$ cat src/rtl/bus_router.sv
// Single-master to N-slave request/ack router: base/mask decode with lowest-index
// priority, registered forwarding to one slave, error response on miss or timeout.
module bus_router #(
  parameter int slv_c  = 4,
  parameter int addr_w = 32,
  parameter int data_w = 32,
  parameter int to_cyc = 255
) (
  input  logic                          clk,
  input  logic                          rst,
  input  logic [slv_c-1:0][addr_w-1:0]  addr_base,
  input  logic [slv_c-1:0][addr_w-1:0]  addr_mask,
  input  logic                          m_req,
  input  logic                          m_we,
  input  logic [addr_w-1:0]             m_addr,
  input  logic [data_w-1:0]             m_wdata,
  input  logic [data_w/8-1:0]           m_be,
  output logic                          m_ack,
  output logic                          m_err,
  output logic [data_w-1:0]             m_rdata,
  output logic [slv_c-1:0]              s_req,
  output logic                          s_we,
  output logic [addr_w-1:0]             s_addr,
  output logic [data_w-1:0]             s_wdata,
  output logic [data_w/8-1:0]           s_be,
  input  logic [slv_c-1:0]              s_ack,
  input  logic [slv_c-1:0][data_w-1:0]  s_rdata,
  output logic [addr_w-1:0]             err_addr,
  output logic [1:0]                    dbg_state
);

  // Handshake: the master holds m_req (and its payload) until a one-cycle m_ack;
  // the router holds s_req[idx] until that slave pulses s_ack or the timeout hits.

  localparam int idx_w = (slv_c > 1) ? $clog2(slv_c) : 1;
  localparam int cnt_w = (to_cyc > 2) ? $clog2(to_cyc) : 1;
  localparam logic [cnt_w-1:0] to_last = cnt_w'((to_cyc > 0) ? to_cyc - 1 : 0);
  localparam bit to_en = (to_cyc != 0);

  typedef enum logic [1:0] {
    IDLE = 2'd0,
    XFER = 2'd1,
    RESP = 2'd2
  } state_t;

  state_t             state, state_nxt;
  logic [slv_c-1:0]   hit_vec;
  logic [idx_w-1:0]   win_idx;
  logic [idx_w-1:0]   idx;
  logic               any_hit;
  logic               sel_ack;
  logic [cnt_w-1:0]   cnt;
  logic               ld_req, ld_miss, ld_ok, ld_to;

  // Lowest index wins, so the descending scan lets lower hits overwrite higher ones.
  always_comb begin
    hit_vec = '0;
    win_idx = '0;
    for (int i = 0; i < slv_c; i++) begin
      hit_vec[i] = (m_addr & addr_mask[i]) == (addr_base[i] & addr_mask[i]);
    end
    for (int i = slv_c - 1; i >= 0; i--) begin
      if (hit_vec[i]) win_idx = idx_w'(i);
    end
  end

  assign any_hit = |hit_vec;
  assign sel_ack = s_ack[idx];

  always_ff @(posedge clk or posedge rst) begin
    if (rst) state <= IDLE;
    else     state <= state_nxt;
  end

  always_comb begin
    state_nxt = state;
    ld_req    = 1'b0;
    ld_miss   = 1'b0;
    ld_ok     = 1'b0;
    ld_to     = 1'b0;
    case (state)
      IDLE: begin
        if (m_req) begin
          if (any_hit) begin
            ld_req    = 1'b1;
            state_nxt = XFER;
          end else begin
            ld_miss   = 1'b1;
            state_nxt = RESP;
          end
        end
      end
      XFER: begin
        // Ack is checked first so an ack on the final allowed cycle still succeeds.
        if (sel_ack) begin
          ld_ok     = 1'b1;
          state_nxt = RESP;
        end else if (to_en && (cnt == to_last)) begin
          ld_to     = 1'b1;
          state_nxt = RESP;
        end
      end
      RESP:    state_nxt = IDLE;
      default: state_nxt = IDLE;
    endcase
  end

  always_comb begin
    s_req = '0;
    if (state == XFER) s_req[idx] = 1'b1;
  end

  assign m_ack     = (state == RESP);
  assign dbg_state = state;

  always_ff @(posedge clk or posedge rst) begin
    if (rst) begin
      idx      <= '0;
      s_we     <= 1'b0;
      s_addr   <= '0;
      s_wdata  <= '0;
      s_be     <= '0;
      m_err    <= 1'b0;
      m_rdata  <= '0;
      err_addr <= '0;
      cnt      <= '0;
    end else begin
      if (ld_req) begin
        idx     <= win_idx;
        s_we    <= m_we;
        s_addr  <= m_addr;
        s_wdata <= m_wdata;
        s_be    <= m_be;
      end
      if (ld_ok) begin
        m_rdata <= s_rdata[idx];
        m_err   <= 1'b0;
      end
      if (ld_miss) begin
        m_rdata  <= '0;
        m_err    <= 1'b1;
        err_addr <= m_addr;
      end
      if (ld_to) begin
        m_rdata  <= '0;
        m_err    <= 1'b1;
        err_addr <= s_addr;
      end
      if ((state == XFER) && (state_nxt == XFER)) cnt <= cnt + 1'b1;
      else                                        cnt <= '0;
    end
  end

endmodule

$ cat config.mk
export PLATFORM = sky130hd
export DESIGN_NAME = bus_router
export DESIGN_NICKNAME = d
export VERILOG_FILES = /design/src/rtl/bus_router.sv
export SDC_FILE = /design/constraint.sdc
export NUM_CORES = 1
export LEC_CHECK = 0
export ABC_AREA = 0
export CAP_MARGIN = 40
export CORE_AREA = 3 3 235 237
export DETAILED_ROUTE_END_ITERATION = 10
export DIE_AREA = 0 0 238 240
export GPL_TIMING_DRIVEN = 0
export PLACE_DENSITY = 0.53
export SETUP_SLACK_MARGIN = 0.1
export SLEW_MARGIN = 5
export SYNTH_ARGS = -nofsm -noshare
export SYNTH_HDL_FRONTEND = slang
export SYNTH_SLANG_ARGS = --single-unit
$ cat constraint.sdc
create_clock -name clk -period 7.8 [get_ports clk]
set_clock_uncertainty 0.15 [all_clocks]
set_input_delay 1.56 -clock clk [delete_from_list [all_inputs] [get_ports clk]]
set_output_delay 1.56 -clock clk [all_outputs]
set_load 0.05 [all_outputs]
==> load_flow_metrics.sql <==
INSERT INTO impl_metrics (metric_group, metric, value, unit) VALUES
('status', 'run_status', 'finished clean', ''),
('detailed_routing', 'firstDrtPassIters', '5', ''),
('setup_path', 'worstPathRequired', '6.09', 'ns'),
('detailed_routing', 'detail-route-antenna-nets', '0', ''),
('detailed_routing', 'dr.first_iter.drc_count', '375', ''),
('detailed_routing', 'routed_via_count', '8952', ''),
('cells_and_area', 'final_net_count', '1874', ''),
('floorplanning', 'fp.dieW', '238', 'um'),
('global_route', 'global_route.overflow_total', '0', ''),
('job', 'max_cap_viol_count', '0', ''),
('synthesis', 'yosys_warnings', '0', ''),
('sta', 'slew-limit-headroom', '0.4127', ''),
('detailed_routing', 'wl', '51330', 'um'),
('power', 'power.leakage', '7.176', 'nW'),
('detailed_routing', 'detailroute.wirelength.met3', '3885', 'um'),
('clock_network', 'cts-hold-fix-buffers', '0', ''),
('place', 'placedInstanceArea', '15810', 'um^2'),
('sta', 'final.period_utilization', '0.6012', ''),
('sta', 'final_hold_viol_count', '0', ''),
('synthesis', 'synthDistinctLibCells', '30', ''),
('setup_path', 'slowest_stage', 'sky130_fd_sc_hd__clkdlybuf4s50_1', ''),
('setup_path', 'path_class', 'reg2out', ''),
('cells_and_area', 'post_route_cells_drive_above_1_share', '0.1354', ''),
('worst_hold_path', 'worst_hold_path_type', 'reg2reg', ''),
('synthesis', 'seq_area_frac_synth', '0.3978', ''),
('clock_network', 'cts-resized-gates', '0', ''),
('setup_path', 'worst_path_largest_cell_delay', '0.82', 'ns'),
('place', 'placedCellCount', '2089', ''),
('cells_and_area', 'synthToLayoutAreaGrowth', '78.50', '%'),
('floorplanning', 'floorplan.initialDensity', '0.1717', ''),
('clock_network', 'clk_path_buf_depth', '2', ''),
('clock_network', 'cts_tree', 'built', ''),
('clock_network', 'cts_buffers', '17', ''),
('clock_network', 'htree_num_levels', '4', ''),
('place', 'gp_congestion', '0.8146', ''),
('detailed_routing', 'routed_vias_inst', '4.215', ''),
('sta', 'fmax', '213.2', 'MHz'),
('setup_path', 'timing.rr.start', 'idx[0]$_DFFE_PP0P_', ''),
('synthesis', 'synthCells', '821', ''),
('power', 'design_power_total', '0.002315', 'W'),
('cells_and_area', 'final.fill_count', '5610', ''),
('sta', 'setup_ws', '3.111', 'ns'),
('place', 'port_buffers', '568', ''),
('detailed_routing', 'topRoutingLayerUsed', 'met5', ''),
('place', 'dp_worst_setup_slack', '2.460', 'ns'),
('setup_path', 'worst_setup_path_end_kind', 'output pin', ''),
('worst_hold_path', 'hold_start', 'm_rdata[13]$_DFFE_PP0P_', ''),
('detailed_routing', 'routedLengthMet1', '18980', 'um'),
('synthesis', 'synth_area_per_cell', '11.19', 'um^2'),
('setup_path', 'crit_chain', 'buf_2 > clkbuf_1 > and3_1 > clkdlybuf4s50_1', ''),
('clock_network', 'ctsRootBufferMaster', 'sky130_fd_sc_hd__clkbuf_16', ''),
('floorplanning', 'floorplan.die.height', '240', 'um'),
('sta', 'grt_setup_unrepaired', 'no', ''),
('synthesis', 'synthesized_area', '9185', 'um^2'),
('cells_and_area', 'final_cell_area', '16400', 'um^2'),
('clock_network', 'cts_clk_pin_slew_worst_paths', '0.06', 'ns'),
('global_route', 'grt_first_pass_wirelength', '70300', 'um'),
('clock_network', 'worst_skew_pair_latency', '0.46', 'ns'),
('global_route', 'vias_in_the_first_global_route', '9734', ''),
('detailed_routing', 'route.met2.wl', '27400', 'um'),
('power', 'pwr_density_cell', '141.2', 'nW/um^2'),
('floorplanning', 'floorplan.die_area', '57120', 'um^2'),
('place', 'detail_placement_hpwl', '42780', 'um'),
('sta', 'tns', '0', 'ns'),
('floorplanning', 'core-area', '53500', 'um^2'),
('setup_path', 'worst_setup_path_startpoint', 'idx[0]$_DFFE_PP0P_', ''),
('synthesis', 'synth_nets', '1283', ''),
('floorplanning', 'design.portCount', '601', ''),
('detailed_routing', 'wl_per_cell', '24.17', 'um'),
('cells_and_area', 'final-instance-count-excl-fill', '2124', ''),
('floorplanning', 'floorplan.rows', '85', '');
## final cells by class
type	instances	area [um^2]	share of cell area
multi-input combinational	596	5081	0.3099
buffer	76	439.2	0.02679
clock inverter	14	142.6	0.008700
antenna	3	7.507	0.0004579
clock buffer	18	439.2	0.02679
inverter	3	18.77	0.001145
timing repair buffer	572	5743	0.3503
sequential	146	3654	0.2228
tap	696	870.8	0.05311
## worst paths after layout
path                                                 end  slack [ns]  depth (start not counted)
worst min register to register   m_rdata[13]$_DFFE_PP0P_        0.35                          1
max in group asynchronous       err_addr[16]$_DFFE_PP0P_        5.22                          3
worst max register to register  err_addr[23]$_DFFE_PP0P_        5.08                          7
min in group asynchronous         s_wdata[3]$_DFFE_PP0P_        1.34                          2
worst max-delay path                            s_req[3]        3.11                          4
worst min-delay path             m_rdata[13]$_DFFE_PP0P_        0.35                          1
## worst max-delay path, delay by kind of cell (launching register included)
family	cells	cell delay, ns
DFF	1	0.40
and+or+nand+nor	1	0.26
buffers and inverters	3	1.86
## state kept, by name, summed over array words and instances, names as in the netlist, 2 cells and up
register / count
s_addr: 32
dbg_state: 2
m_rdata: 32
cnt: 8
s_be: 4
idx: 2
s_wdata: 32
err_addr: 32
## synth_stat cells
cell type                  number  area share
sky130_fd_sc_hd__o21a_1         2      0.0016
sky130_fd_sc_hd__nand3_1       37       0.020
sky130_fd_sc_hd__nor2_1        48       0.020
sky130_fd_sc_hd__a22oi_1       64       0.052
sky130_fd_sc_hd__xnor2_1        1     0.00095
sky130_fd_sc_hd__mux2_4        69        0.11
sky130_fd_sc_hd__a211o_1       32       0.031
sky130_fd_sc_hd__buf_2         33       0.018
sky130_fd_sc_hd__and3_1         4      0.0027
sky130_fd_sc_hd__ha_1           2      0.0027
sky130_fd_sc_hd__mux4_2        33       0.081
sky130_fd_sc_hd__a22o_1        32       0.031
sky130_fd_sc_hd__buf_1          2     0.00082
sky130_fd_sc_hd__nor3_1         1     0.00054
sky130_fd_sc_hd__nand2b_1       3      0.0020
sky130_fd_sc_hd__nor4_2         4      0.0054
sky130_fd_sc_hd__buf_6         15       0.018
sky130_fd_sc_hd__and2_1         4      0.0027
sky130_fd_sc_hd__dfrtp_1      146        0.40
sky130_fd_sc_hd__o21bai_1       1     0.00082
sky130_fd_sc_hd__nor4_4         1      0.0023
sky130_fd_sc_hd__o21ai_0        3      0.0016
sky130_fd_sc_hd__a21boi_2       1      0.0012
sky130_fd_sc_hd__nor2b_1        3      0.0020
sky130_fd_sc_hd__clkbuf_1      26       0.011
sky130_fd_sc_hd__xor2_1       133        0.13
sky130_fd_sc_hd__nand4_1       16       0.011
sky130_fd_sc_hd__nand2_1      101       0.041
sky130_fd_sc_hd__inv_1          3      0.0012
sky130_fd_sc_hd__a21oi_1        1     0.00054
## through the flow
stage | utilization | hold WS [ns]
after floorplan | - | 0.3425
after global placement | 0.2943 | 0.3379
after detailed placement | 0.2955 | 0.3405
after CTS | 0.3064 | 0.3596
after global routing | 0.3064 | 0.3646
final | 0.3065 | 0.3517
## power by group
group          total [W]  switching (W)  internal (W)
sequential      0.000809      0.0000235      0.000786
clock           0.000839       0.000382      0.000457
combinational   0.000667       0.000327      0.000340
total            0.00231       0.000733       0.00158
## kinds of logic (layout without fill, tap and decap cells)
kind of cell,Yosys count,after routing,share of synthesized area
DFF,146,146,0.3978
muxes,102,102,0.1937
and+or+nand+nor,222,222,0.1098
buffers and inverters,79,683,0.04904
adders and majority gates,2,2,0.002724
AOI/OAI and AO/OA,136,136,0.1192
xor gates and xnor gates,134,134,0.1278
other,0,3,0
## routing by layer
layer,vias to the layer above,track usage
met5,-,0
met4,6,0.05314
met3,49,0.04600
met2,418,0.3312
met1,4358,0.1898
li1,4121,-
No activity file was read; power rests on OpenSTA's default activity.
